===== config.mk =====
export PLATFORM = sky130hd
export DESIGN_NAME = clock_divider_multi
export DESIGN_NICKNAME = d
export VERILOG_FILES = /design/src/rtl/clock_divider_multi.sv
export SDC_FILE = /design/constraint.sdc
export NUM_CORES = 1
export LEC_CHECK = 0
export CAP_MARGIN = 20
export CELL_PAD_IN_SITES_DETAIL_PLACEMENT = 1
export CELL_PAD_IN_SITES_GLOBAL_PLACEMENT = 2
export CORE_MARGIN = 4
export CORE_UTILIZATION = 39
export DETAILED_ROUTE_END_ITERATION = 10
export HOLD_SLACK_MARGIN = 0.05
export PLACE_DENSITY = 0.91
export SETUP_SLACK_MARGIN = 0.2
export SYNTH_ARGS = -nofsm -noshare
export SYNTH_HDL_FRONTEND = slang
export SYNTH_SLANG_ARGS = --single-unit

===== constraint.sdc =====
create_clock -name clk50 -period 7.4 [get_ports clk50]
set_input_delay 0.74 -clock clk50 [delete_from_list [all_inputs] [get_ports clk50]]
set_output_delay 0.74 -clock clk50 [all_outputs]
set_load 0.01 [all_outputs]

===== src/rtl/clock_divider_multi.sv =====
// Multi-channel clock divider: each channel makes a registered square wave and a
// one-cycle end-of-period tick from clk50, with run-time divisor, enable, reload and sync.
module clock_divider_multi #(
    parameter int CHANNELS    = 2,
    parameter int WIDTH       = 16,
    parameter int DEFAULT_DIV = 500
) (
    input  logic                      clk50,
    input  logic                      rst_n,
    input  logic [CHANNELS-1:0]       en,
    input  logic [CHANNELS*WIDTH-1:0] div_in,
    input  logic [CHANNELS-1:0]       div_load,
    input  logic                      sync,
    output logic [CHANNELS-1:0]       clk_out,
    output logic [CHANNELS-1:0]       tick,
    output logic [CHANNELS-1:0]       pending
);

    for (genvar k = 0; k < CHANNELS; k++) begin : g_ch
        logic [WIDTH-1:0] slice;
        logic [WIDTH-1:0] d_q, d_n;
        logic [WIDTH-1:0] p_q, p_n;
        logic [WIDTH-1:0] cnt_q, cnt_n;
        logic [WIDTH-1:0] high_n;
        logic             run_q, run_n;
        logic             pend_q, pend_n;
        logic             clk_q, clk_n;
        logic             tick_q, tick_n;
        logic             last;

        assign slice = div_in[k*WIDTH +: WIDTH];

        always_comb begin
            d_n    = d_q;
            p_n    = p_q;
            cnt_n  = cnt_q;
            run_n  = run_q;
            pend_n = pend_q;
            clk_n  = 1'b0;
            tick_n = 1'b0;
            high_n = '0;
            // A running channel always holds a nonzero divisor, but guard D-1 anyway.
            last   = (d_q == '0) || (cnt_q == d_q - 1'b1);

            if (!en[k]) begin
                // Stop: a pending reload survives, an idle load applies at once.
                run_n = 1'b0;
                cnt_n = '0;
                if (div_load[k]) d_n = slice;
            end else if (!run_q) begin
                if (div_load[k]) d_n = slice;
                if (d_n != '0) begin
                    run_n = 1'b1;
                    cnt_n = '0;
                end
            end else if (last || sync) begin
                // Period boundary (natural or forced): the newest divisor takes effect here.
                cnt_n  = '0;
                pend_n = 1'b0;
                if (div_load[k]) begin
                    d_n = slice;
                end else if (pend_q) begin
                    d_n = p_q;
                end
                if (d_n == '0) run_n = 1'b0;
            end else begin
                cnt_n = cnt_q + 1'b1;
                if (div_load[k]) begin
                    p_n    = slice;
                    pend_n = 1'b1;
                end
            end

            if (run_n) begin
                high_n = d_n - (d_n >> 1);
                clk_n  = (cnt_n < high_n);
                tick_n = (cnt_n == d_n - 1'b1);
            end
        end

        always_ff @(posedge clk50 or negedge rst_n) begin
            if (!rst_n) begin
                d_q    <= WIDTH'(DEFAULT_DIV);
                p_q    <= '0;
                cnt_q  <= '0;
                run_q  <= 1'b0;
                pend_q <= 1'b0;
                clk_q  <= 1'b0;
                tick_q <= 1'b0;
            end else begin
                d_q    <= d_n;
                p_q    <= p_n;
                cnt_q  <= cnt_n;
                run_q  <= run_n;
                pend_q <= pend_n;
                clk_q  <= clk_n;
                tick_q <= tick_n;
            end
        end

        assign clk_out[k] = clk_q;
        assign tick[k]    = tick_q;
        assign pending[k] = pend_q;
    end

endmodule


# [Word-level counts from Yosys, hierarchy flattened]
# Index checks and enable logic that the tools add are counted.
[word_totals] output_inout_bits=6 input_bits=39 ff_bits=104 wordCells=94
[classes] add_sub_neg=8 bitwise=2 n_mux=48 n_lt_le_gt_ge=2 n_reduce_logical=16 n_eq_ne=4
[op_table] cell="$mux W16" n=30
[op_table] cell="$eq A16 B16 Y1" n=4
[op_table] cell="$logic_not A16 Y1" n=4
[op_table] cell="$sub A16 B1 Y16 const B" n=4
[op_table] cell="$add A16 B1 Y16 const B" n=2
[op_table] cell="$lt A16 B16 Y1" n=2
[op_table] cell="$reduce_bool A16 Y1" n=2
[op_table] cell="$sub A16 B15 Y16" n=2
[op_table] cell="$mux W1" n=18
[op_table] cell="$reduce_and A4 Y1" n=2
[op_table] cell="$reduce_and A3 Y1" n=2
[op_table] cell="$logic_or A1 B1 Y1" n=4
[op_table] cell="$reduce_bool A2 Y1" n=2
[op_table] cell="$not A1 Y1" n=2

# [Longest topological paths before layout]
[depth] word_depth=13 ltp_mapped=36 ltp_nobuf=34

# [Worst setup path before layout]
# Ideal clock, no wire load.
[synth_path] kind="register -> register" from="reg g_ch[1].d_q[0]" to="reg g_ch[1].clk_q" arrival_time_ns=6.078 t_required_ns=7.329 period_less_slack_ns=6.149 setup_slack_ns=1.251 setup_ns=0.071 path_buffers=2 path_stages_with_launch=37 path_cell_list="dfrtp_1 > clkbuf_1 > inv_1 > ha_1 > nor4b_1 > nand2_1 > a2111oi_0 > o32a_1 > nand4_1 > nand3_1 > and2_1 > clkbuf_1 > o221ai_1 > inv_1 > ha_1 > inv_1 > fa_1 > nand2b_1 > a21oi_1 > o21ai_0 > a21oi_1 > o21ai_0 > a21oi_1 > nor2_1 > o21bai_1 > a21oi_1 > xnor2_1 > ha_1 > a21oi_1 > nor2b_1 > o21ai_0 > nand2b_1 > a21oi_1 > nor2b_1 > o21ai_0 > nand3_1 > nor2_1"
[synth_via] word_cells_on_any_way=30 classes_between="2 x add/sub; 1 x order compare; 1 x eq/ne; 21 x mux; 5 x reduce/logical"
[synth_rtl] item="start, declared" line_no="21" source="logic [WIDTH-1:0] d_q, d_n;"
[synth_rtl] item="start signal, assigned" line_no="83" source="d_q <= WIDTH'(DEFAULT_DIV);"
[synth_rtl] item="start signal, assigned" line_no="91" source="d_q <= d_n;"
[synth_rtl] item="$sub A16 B1 Y16" line_no="43" source="last = (d_q == '0) || (cnt_q == d_q - 1'b1);"
[synth_rtl] item="$eq A16 B16 Y1" line_no="43"
[synth_rtl] item="$logic_or A1 B1 Y1 (*)" line_no="43"
[synth_rtl] item="$logic_or A1 B1 Y1 (*)" line_no="56" source="end else if (last || sync) begin"
[synth_rtl] item="$mux W16 (*)" line_no="56"
[synth_rtl] item="$mux W16 (*)" line_no="50" source="end else if (!run_q) begin"
[synth_rtl] item="$mux W16 (*)" line_no="45" source="if (!en[k]) begin"
[synth_rtl] item="net g_ch[1].d_n[1]" line_no="21"
[synth_rtl] item="$sub A16 B15 Y16 (*)" line_no="75" source="high_n = d_n - (d_n >> 1);"
[synth_rtl] item="$lt A16 B16 Y1 (*)" line_no="76" source="clk_n = (cnt_n < high_n);"
[synth_rtl] item="$mux W1 (*)" line_no="74" source="if (run_n) begin"
[synth_rtl] item="net g_ch[1].clk_n" line_no="27" source="logic clk_q, clk_n;"
[synth_rtl] item="end signal, assigned" line_no="96" source="clk_q <= clk_n;"
[synth_rtl] item="end, declared" line_no="27"
# The timed path passes the listed nets; every way through them passes the cells marked *. The select of a mux whose other input is x is not followed.
# A chain may end at the register's enable or synchronous reset.

# [Worst setup path after layout]
[layout_path] from="reg g_ch[0].d_q[1]" to="reg g_ch[0].clk_q"
[layout_via] elab_chain_len=11 word_cells_on_any_way=30 classes_between="2 x add/sub; 1 x order compare; 1 x eq/ne; 21 x mux; 5 x reduce/logical"
[layout_rtl] item="start, declared" line_no="21"
[layout_rtl] item="start signal, assigned" line_no="83"
[layout_rtl] item="start signal, assigned" line_no="91"
[layout_rtl] item="branches (longest 7 deep; another with $sub A16 B1 Y16)"
[layout_rtl] item="$mux W16 (*)" line_no="45"
[layout_rtl] item="net g_ch[0].d_n[1]" line_no="21"
[layout_rtl] item="$sub A16 B15 Y16 (*)" line_no="75"
[layout_rtl] item="$lt A16 B16 Y1 (*)" line_no="76"
[layout_rtl] item="$mux W1 (*)" line_no="74"
[layout_rtl] item="net g_ch[0].clk_n" line_no="27"
[layout_rtl] item="end signal, assigned" line_no="96"
[layout_rtl] item="end, declared" line_no="27"
# Mark *: on every way through the listed nets, which the timed path passes. The select of a mux whose other input is x is not followed.

==> parameters.txt <==
Parameter                              Value

Run status
  Status    completed

Floorplanning
  Horizontal extent of the die    between 150 and 200 µm
  Die Span Y    168.4 µm
  Starting density of the core    between 30% and 40%
  Cell row count    58
  Placeable core region    25250 µm²
  # IOs    between 40 and 50
  Full die area    roughly 28000 µm²

STA
  Ratio of final minimum period to clock period    91.33%
  Shortest period the worst path allows    just under 7 ns
  Least-Margin Pin Slew    1.012 ns
  Highest clock rate    148.0 MHz
  Unrepaired setup endpoints after global routing    true
  Setup TNS    0 ns
  Max_slew headroom    a little under a third
  Final Setup Violations    0
  Max-slew violation count    0
  Final Skew    0.01882 ns
  WHS    around 0.42 ns
  Hold Vio Cnt, Final    0

Power and ir drop
  Worst ir drop on vdd    roughly 0.00013 V
  Total power divided by cell area    roughly 200 nW/µm²
  Lkg Pwr    approximately 4.9 nW

Synth
  Top cells by count, synth    100 x sky130_fd_sc_hd__ha_1, 92 x sky130_fd_sc_hd__dfrtp_1, 85 x sky130_fd_sc_hd__nand2_1, 85 x sky130_fd_sc_hd__xnor2_1, 84 x sky130_fd_sc_hd__nor2_1
  Main synth FF type    sky130_fd_sc_hd__dfrtp_1
  Cell type contributing the most total cell area after synthesis    sky130_fd_sc_hd__dfrtp_1
  Share of synthesized flip-flops with an asynchronous set or reset    between 90% and 100%
  Synth top area share    between 20% and 30%
  Count of distinct cell types in the synthesized netlist    a little under 90
  Area contributors post-synth    sky130_fd_sc_hd__dfrtp_1 23%, sky130_fd_sc_hd__ha_1 12%, sky130_fd_sc_hd__xnor2_1 7.4%, sky130_fd_sc_hd__mux2_2 4.5%, sky130_fd_sc_hd__o21ai_0 3.7%
  Total of warnings raised by yosys    0
  Mapped Area    around 10000 µm²
  Mapped Nets    1313
  Register area share after synthesis    approximately a quarter
  Most frequently used cell type in the post-synthesis netlist    sky130_fd_sc_hd__ha_1
  Instance count of the mapped netlist    about 1200
  Synthesized area per cell    between 8 and 9 µm²
  Number of flops mapped to enable cells by yosys    0
  Post-synthesis register bit count    approximately 100

Critical path
  CP Data Required Time    roughly 7.7 ns
  Data arrival time at the worst-slack endpoint    7.02 ns
  Startpoint type of the worst setup path    flop
  Endpoint kind of the worst setup timing path    flop
  Maximum single-stage delay on the critical path    ~0.53 ns
  Peak fanout along the critical path    6
  Cell type of the slowest stage on the worst timing path    sky130_fd_sc_hd__or4_1
  Path type of the worst setup path    flop to flop

Layout
  Final core utilization    approximately 45%
  Count of placed standard cells in the final layout, fillers left out    1538
  Ratio of cells with drive above 1 in the final layout    a little under an eighth
  Growth of design area from synthesis to finish    12.26%
  # diodes    0
  Post-layout nets    approximately 1300

Worst hold path
  Class of the worst hold path    primary input to async pin

Routing
  Routed vias    between 9000 and 10000
  Final antenna-violating net count    0
  Sum of routed wire segments on met1    ~14 mm
  Violation count after the first detailed-route iteration    540
  Amount of wire on met3 after detailed routing    around 1.1 mm
  DR top layer    met4
  Via density per instance    ~6
  DRC Markers    0
  Number of detailed-route iterations in the first pass    5
  Routed WL per cell    22.09 µm
  Amount of wire on met2 after detailed routing    between 15 and 20 mm
  Routed WL    around 34 mm

Placement
  Total placed cells including tap cells    between 1500 and 2000
  Routability Congestion    just over 0.9
  Number of port buffers    44
  Detailed placer's ending HPWL    about 27 mm

Clock network
  Clock slew at the register clock pins of the worst setup and hold paths    0.08 ns
  Clock Path Buffers    2
  CTS tree    yes
  Number of H-tree levels    3
  Later-pin clock latency in the skew report    ~0.37 ns
  Number of sinks driven by the clock tree    between 100 and 150
  Number of clock buffers inserted by TritonCTS    9
  Library cell used as clock root buffer    sky130_fd_sc_hd__clkbuf_16

Global route
  Global-route wire length before repair    about 54 mm
  Combined global-route utilization of all metal layers    23.89%
  Initial antenna violation count    0
  Largest net degree at the start of global routing    a little under 60
  Via count of the first global-routing pass    ~9800
  Remaining global-route overflow    0

Run
  Reported max-cap violation count    0
[power breakdown]
group | internal [W] | switching, W
Sequential | 0.000642 | 0.0000934
Clock | 0.000335 | 0.000242
Combinational | 0.000421 | 0.000531
[layout make-up]
cell class | count | area [µm²]
inverter | 78 | 292.8
multi-input combinational | 936 | 6908
timing repair buffer | 74 | 683.2
clock inverter | 6 | 115.1
fill | 3015 | 14000
clock buffer | 10 | 229.0
tap | 330 | 412.9
sequential | 104 | 2618
[routing by layer]
layer,GRT usage (%),vias to the layer above
li1,-,4274
met1,27.80,4561
met2,43.52,218
met3,2.771,74
met4,11.33,0
met5,0,-
[logic make-up after synthesis]
logic type	share of synthesized area, %
DFF	26.10
adders and majority gates	12.88
xor gates and xnor gates	10.28
and+or+nand+nor	19.25
AOI/OAI and AO/OA	18.58
buffers and inverters	5.327
muxes	7.586
[final timing paths]
kind | to | cells past startpoint | start | slack [ns]
hold reg to reg | g_ch[0].p_q[15] | 1 | g_ch[0].p_q[15] | 0.51
min in group clk50 | g_ch[0].p_q[15] | 1 | g_ch[0].p_q[15] | 0.51
max in group asynchronous | g_ch[1].p_q[14] | 2 | rst_n | 5.69
setup / recovery | g_ch[0].clk_q | 30 | g_ch[0].d_q[1] | 0.64
setup reg to reg | g_ch[0].clk_q | 30 | g_ch[0].d_q[1] | 0.64
hold / removal | g_ch[1].d_q[0] | 1 | rst_n | 0.42
[cells in the final DEF, fill, tap and decap left out, types with 10 or more instances in the layout]
master                            netlist  final
sky130_fd_sc_hd__buf_4                  8     30
sky130_fd_sc_hd__o21bai_1              14     14
sky130_fd_sc_hd__inv_1                 77     77
sky130_fd_sc_hd__mux2_2                40     40
sky130_fd_sc_hd__nor4_1                23     22
sky130_fd_sc_hd__nor3_1                19     18
sky130_fd_sc_hd__nand2_1               85     85
sky130_fd_sc_hd__ha_1                 100    100
sky130_fd_sc_hd__nor2_1                84     84
sky130_fd_sc_hd__nand3_1               37     37
sky130_fd_sc_hd__nand2b_1              13     13
sky130_fd_sc_hd__o21ai_0               75     75
sky130_fd_sc_hd__a21oi_1               65     63
sky130_fd_sc_hd__xor2_1                30     30
sky130_fd_sc_hd__nand4_1               20     20
sky130_fd_sc_hd__xnor2_1               85     85
sky130_fd_sc_hd__o221a_2               10     10
sky130_fd_sc_hd__dfstp_2               12     12
sky130_fd_sc_hd__clkdlybuf4s50_1        0     43
sky130_fd_sc_hd__dfrtp_1               92     92
sky130_fd_sc_hd__and3_1                23     23
sky130_fd_sc_hd__mux2i_1               31     31
sky130_fd_sc_hd__nor2b_1               13     13
[registers in the layout (all words and copies together) (netlist names)]
signal       flops
g_ch.cnt_q      32
g_ch.d_q        32
g_ch.p_q        32
g_ch.clk_q       2
g_ch.pend_q      2
g_ch.run_q       2
g_ch.tick_q      2
[through the flow]
step	total power (W)	worst slack, ns	cell area (µm²)
5_1_grt	0.002408	0.07627	11260
3_3_place_gp	0.001650	0.6370	10830
2_1_floorplan	0.001394	1.251	10030
4_1_cts	0.002268	0.4033	11170
3_5_place_dp	0.001683	0.4431	10830
6_report	0.002265	0.6414	11260
[what timing repair did]
action	CTS	global route
hold buffers	0	0
buffers inserted	0	4
setup endpoints to repair	0	2
resized for setup	0	6
[critical path, delay by kind of cell (launching register included)]
kind	cells	cell delay, ns
AOI/OAI and AO/OA	13	2.73
and+or+nand+nor	11	2.06
adders and majority gates	3	0.95
DFF	1	0.48
buffers and inverters	2	0.30
xor gates and xnor gates	1	0.10
Power figures use the tool's default switching activity.
